$ cat config.mk
export PLATFORM = sky130hd
export DESIGN_NAME = rx_packet_parser
export DESIGN_NICKNAME = d
export VERILOG_FILES = /design/src/rtl/rx_packet_parser.sv
export SDC_FILE = /design/constraint.sdc
export NUM_CORES = 1
export LEC_CHECK = 0
export CELL_PAD_IN_SITES_DETAIL_PLACEMENT = 0
export CELL_PAD_IN_SITES_GLOBAL_PLACEMENT = 2
export CORE_AREA = 2 2 133 135
export CTS_CLUSTER_DIAMETER = 200
export DETAILED_ROUTE_END_ITERATION = 16
export DIE_AREA = 0 0 135 137
export PLACE_DENSITY_LB_ADDON = 0.1
export SETUP_SLACK_MARGIN = 0.2
export SLEW_MARGIN = 20
export SYNTH_ARGS = -nofsm -noshare
export SYNTH_HDL_FRONTEND = slang
export SYNTH_SLANG_ARGS = --single-unit
$ cat constraint.sdc
create_clock -name clock -period 6.9 [get_ports clock]
set_clock_uncertainty 0.1 [all_clocks]
set_input_delay 1.035 -clock clock [delete_from_list [all_inputs] [get_ports clock]]
set_output_delay 1.035 -clock clock [all_outputs]
set_load 0.01 [all_outputs]
$ cat src/rtl/rx_packet_parser.sv
// Receive-side packet parser: hunts for SOF, validates length and XOR checksum,
// buffers the payload and releases only clean packets over a valid/ready stream.
module rx_packet_parser #(
    parameter logic [7:0] SOF            = 8'hA5,
    parameter int         MAX_LEN        = 16,
    parameter int         TIMEOUT_CYCLES = 100000
) (
    input  logic       clock,
    input  logic       reset,
    input  logic [7:0] rx_byte,
    input  logic       rx_valid,
    input  logic [2:0] rx_error,
    output logic [7:0] out_data,
    output logic       out_valid,
    input  logic       out_ready,
    output logic       out_last,
    output logic [7:0] pkt_len,
    output logic       pkt_ok,
    output logic       pkt_err,
    output logic [1:0] err_code,
    output logic       drop,
    output logic       busy
);
    localparam int IW = $clog2(MAX_LEN + 1);
    localparam int AW = (MAX_LEN > 1) ? $clog2(MAX_LEN) : 1;
    localparam int TW = $clog2(TIMEOUT_CYCLES + 1);

    typedef enum logic [2:0] {S_HUNT, S_LEN, S_PAYLOAD, S_CHECK, S_DRAIN} state_t;

    state_t        state_q, state_d;
    logic [IW-1:0] len_q, len_d, idx_q, idx_d, rd_q, rd_d;
    logic [7:0]    xor_q, xor_d;
    logic [TW-1:0] tmr_q, tmr_d;
    logic          pkt_ok_q, pkt_ok_d, pkt_err_q, pkt_err_d, drop_q, drop_d;
    logic [1:0]    err_code_q, err_code_d;
    logic [7:0]    mem_q [0:MAX_LEN-1];
    logic          buf_we, abort, line_err, tmo, last_rd;
    logic [1:0]    abort_code;

    always_ff @(posedge clock or posedge reset) begin
        if (reset) begin
            state_q    <= S_HUNT;
            len_q      <= '0;
            idx_q      <= '0;
            rd_q       <= '0;
            xor_q      <= 8'd0;
            tmr_q      <= '0;
            pkt_ok_q   <= 1'b0;
            pkt_err_q  <= 1'b0;
            drop_q     <= 1'b0;
            err_code_q <= 2'd0;
        end else begin
            state_q    <= state_d;
            len_q      <= len_d;
            idx_q      <= idx_d;
            rd_q       <= rd_d;
            xor_q      <= xor_d;
            tmr_q      <= tmr_d;
            pkt_ok_q   <= pkt_ok_d;
            pkt_err_q  <= pkt_err_d;
            drop_q     <= drop_d;
            err_code_q <= err_code_d;
        end
    end

    // Payload storage needs no reset: it is only read in DRAIN, after being written.
    always_ff @(posedge clock) begin
        if (buf_we) begin
            mem_q[idx_q[AW-1:0]] <= rx_byte;
        end
    end

    always_comb begin
        state_d    = state_q;
        len_d      = len_q;
        idx_d      = idx_q;
        rd_d       = rd_q;
        xor_d      = xor_q;
        tmr_d      = tmr_q;
        err_code_d = err_code_q;
        pkt_ok_d   = 1'b0;
        pkt_err_d  = 1'b0;
        drop_d     = 1'b0;
        buf_we     = 1'b0;
        abort      = 1'b0;
        abort_code = 2'd0;
        line_err   = rx_valid && (rx_error != 3'd0);
        // An arriving byte always beats an expiring timer.
        tmo        = !rx_valid && (tmr_q == TW'(TIMEOUT_CYCLES - 1));
        last_rd    = (rd_q == len_q - IW'(1));
        case (state_q)
            S_HUNT: begin
                tmr_d = '0;
                if (rx_valid && (rx_error == 3'd0) && (rx_byte == SOF)) begin
                    state_d = S_LEN;
                end
            end
            S_LEN, S_PAYLOAD, S_CHECK: begin
                tmr_d = rx_valid ? '0 : tmr_q + TW'(1);
                if (line_err) begin
                    abort      = 1'b1;
                    abort_code = 2'd3;
                end else if (tmo) begin
                    abort      = 1'b1;
                    abort_code = 2'd2;
                end else if (rx_valid) begin
                    if (state_q == S_LEN) begin
                        if ((rx_byte == 8'd0) || (rx_byte > 8'(MAX_LEN))) begin
                            abort      = 1'b1;
                            abort_code = 2'd0;
                        end else begin
                            len_d   = rx_byte[IW-1:0];
                            xor_d   = rx_byte;
                            idx_d   = '0;
                            state_d = S_PAYLOAD;
                        end
                    end else if (state_q == S_PAYLOAD) begin
                        buf_we = 1'b1;
                        xor_d  = xor_q ^ rx_byte;
                        idx_d  = idx_q + IW'(1);
                        if (idx_q + IW'(1) == len_q) begin
                            state_d = S_CHECK;
                        end
                    end else if (rx_byte == xor_q) begin
                        pkt_ok_d = 1'b1;
                        rd_d     = '0;
                        state_d  = S_DRAIN;
                    end else begin
                        abort      = 1'b1;
                        abort_code = 2'd1;
                    end
                end
            end
            S_DRAIN: begin
                drop_d = rx_valid;
                if (out_ready) begin
                    if (last_rd) begin
                        state_d = S_HUNT;
                    end else begin
                        rd_d = rd_q + IW'(1);
                    end
                end
            end
            default: state_d = S_HUNT;
        endcase
        if (abort) begin
            state_d    = S_HUNT;
            pkt_err_d  = 1'b1;
            err_code_d = abort_code;
            tmr_d      = '0;
        end
    end

    always_comb begin
        out_valid = (state_q == S_DRAIN);
        out_last  = out_valid && last_rd;
        out_data  = out_valid ? mem_q[rd_q[AW-1:0]] : 8'd0;
        pkt_len   = out_valid ? 8'(len_q) : 8'd0;
        busy      = (state_q != S_HUNT);
        pkt_ok    = pkt_ok_q;
        pkt_err   = pkt_err_q;
        err_code  = err_code_q;
        drop      = drop_q;
    end
endmodule

==> impl_metrics.py <==
metrics = {
    "status": {
        "status": "finished, final reports clean",
    },
    "clock_tree": {
        "holdBufCountCts": 0,
        "path_clk_slew_ps": 60,
        "h-tree-depth": 4,
        "cts-root-buf": "clkbuf_16",
        "ctsResizeCount": 0,
        "cts.sinks": 176,
        "cts_tree": "yes",
        "clock_path_buffers": 2,
        "cts_setup_buffers": 0,
        "numCtsBuffers": 17,
        "clkLatencyLatePin_ps": 420,
    },
    "global_routing": {
        "grt_util_met2": 0.315,
        "antenna_found_initial": 0,
        "grt_max_degree": 49,
        "grt_pass1_wl_um": 26100,
        "grt_pass1_vias": 4500,
        "gr-total-overflow": 0,
        "grtUsageTotal": 0.194,
        "met1_usage": 0.269,
        "top_usage_layer": "met2",
        "met3_usage": 0.0326,
    },
    "pwr": {
        "power_density_nw_per_um2": 339,
        "ir_drop_uv": 180,
        "p_leak_uw": 0.00311,
    },
    "hold_path": {
        "hold_path_class": "reg -> reg",
        "min_from": "idx_q[4]$_DFFE_PP0P_",
        "min_to": "idx_q[4]$_DFFE_PP0P_",
        "worstHoldPathCells": 1,
    },
    "timing": {
        "setup_tns_ps": 0,
        "hold_ws_ps": 408,
        "rsz0062_at_grt": "no",
        "finalSetupViolCount": 0,
        "slew_violations": 0,
        "hold_viol": 0,
        "max_freq_mhz": 231,
        "period_needed_ps": 4340,
        "tightest_slew_ps": 1030,
        "finalCritPeriodShare": 0.628,
        "relSlewSlack": 0.310,
    },
    "floorplanning": {
        "coreArea_um2": 17100,
        "start_util": 0.463,
        "die_width_um": 135,
        "io_pins": 39,
        "row_count": 48,
        "fp.dieH_um": 137,
        "die_area_um2": 18500,
    },
    "place": {
        "place_hpwl_um": 11100,
        "io_buffers": 35,
        "place.gp.congestion": 0.749,
    },
    "worst_setup_path": {
        "critPathMaxStageDelay_ps": 590,
        "reg2reg_slack_ps": 4090,
        "cp_top_family": "multiplexers",
        "reg2reg_to": "tmr_q[13]$_DFFE_PP0P_",
        "r2r_cells": 6,
        "worstPathArrival_ps": 3200,
        "setup.worst_path.start_class": "flip-flop",
        "startpoint": "rd_q[0]$_DFFE_PP0P_",
        "endpoint_kind": "primary output",
        "path_cells": "buf_4 -> mux4_2 -> mux4_2 -> and2_1 -> clkdlybuf4s50_1",
        "crit_buf_inv": 2,
        "setup.worst_path.class": "reg -> out",
        "r2r-start": "tmr_q[11]$_DFFE_PP0P_",
        "path_depth": 5,
        "crit_required_ps": 5760,
        "critPathMaxFanout": 31,
        "slowest_stage": "mux4_2",
        "worst_path_most_repeated_cell": "mux4_2",
    },
    "final_layout": {
        "area_delta_synth_final_pct": 14.0,
        "multiInputGateArea_um2": 2670,
        "seq_area_um2": 5050,
        "drive_above_1_share": 0.156,
        "antennaDiodeCount": 0,
        "fin_nets": 586,
        "nFillCells": 1420,
    },
    "flow_run": {
        "drv_cap": 0,
    },
    "drt": {
        "drc": 0,
        "wl_um": 16600,
        "vias_per_cell": 5.57,
        "drtPass1Iterations": 5,
        "dr_total_vias": 4467,
        "final_antenna_net_count": 0,
        "wl_per_cell_um": 20.7,
        "drtIter0Drc": 275,
    },
    "logic_synthesis": {
        "ys_types": 54,
        "avgSynthCellArea_um2": 14.7,
        "synth_largest_area_cell": "edfxtp_1",
        "yosysMostFrequentCell": "edfxtp_1",
        "syn_area_um2": 7890,
        "synth_area_leaders": "edfxtp_1 (49%), dfrtp_1 (15%), mux4_2 (11%)",
        "ys_top_cells_by_count": "edfxtp_1 (128), dfrtp_1 (48), mux4_2 (40)",
        "synth_edf_count": 128,
        "ys_seq_area_frac": 0.639,
        "synthCells": 537,
        "synthArstFlopShare": 0.273,
        "synth_top_area_share": 0.487,
        "ys_warn_count": 0,
        "synth_ff_type": "edfxtp_1",
        "ys_ff_latch": 176,
    },
}
layer usage:
| metal | routed length, µm | vias to the layer above |
|---|---|---|
| li1 | - | 2088 |
| met1 | 7720 | 2283 |
| met2 | 8200 | 81 |
| met3 | 449 | 15 |
| met4 | 203 | 0 |
| met5 | 0 | - |
worst max-delay path by stage:
| stage | end | slack (ps) |
|---|---|---|
| after global placement | out_data[3] | 2950 |
| after global routing | out_data[3] | 2420 |
| after CTS | out_data[3] | 2500 |
| final | out_data[3] | 2560 |
| after floorplan | out_data[0] | 3730 |
| after detailed placement | tmr_q[13]$_DFFE_PP0P_ | 2940 |
where the power goes:
part	leakage, µW	internal [µW]	switching, µW
Sequential	0.00179	1200	93.9
Combinational	0.00104	405	398
Clock	0.000282	543	414
Total	0.00311	2150	907
sequential cells by signal (all words and copies together) (netlist names):
| register | cells |
|---|---|
| mem_q | 128 |
| tmr_q | 17 |
| xor_q | 8 |
| idx_q | 5 |
| len_q | 5 |
| rd_q | 5 |
| state_q | 3 |
| err_code | 2 |
| drop | 1 |
| pkt_err | 1 |
| pkt_ok | 1 |
kinds of logic (layout without fill, tap and decap cells):
group	after synthesis	after routing	synth area share
compound gates	71	71	0.0560
xor+xnor	34	34	0.0377
fa+ha+maj	7	7	0.0111
buf+inv	44	82	0.0235
flops	176	176	0.639
mux	47	47	0.124
other cells	1	3	0.000475
simple gates	157	157	0.108
layout by cell type, fill, tap and decap left out, drive strengths merged, types with 6 or more instances in the layout:
| cell | n |
|---|---|
| clkbuf | 19 |
| xor2 | 20 |
| o21ai | 27 |
| inv | 18 |
| nand4 | 8 |
| nand2 | 22 |
| mux4 | 40 |
| a21oi | 21 |
| xnor2 | 14 |
| nand3 | 16 |
| ha | 7 |
| nor2 | 38 |
| clkdlybuf4s50 | 35 |
| dfrtp | 48 |
| nor3 | 9 |
| and2 | 28 |
| or3 | 6 |
| edfxtp | 128 |
through the flow:
stage	std cells	setup slack [ps]	total power (µW)	utilization	cell area, µm²
after global routing	802	2420	3210	0.528	9000
after detailed placement	770	2940	2130	0.493	8420
after CTS	802	2500	3090	0.528	9000
after global placement	770	2950	2130	0.493	8420
after floorplan	539	3730	1880	-	7900
final	802	2560	3050	0.528	9000
layout make-up:
cell class	count	share of cell area
multi-input cells	319	0.297
well taps	225	0.0313
repair buffers	38	0.0414
clock inverters	13	0.0167
flip-flops and latches	176	0.561
inverters	12	0.00514
clock buffers	19	0.0481
Power figures use the tool's default switching activity.
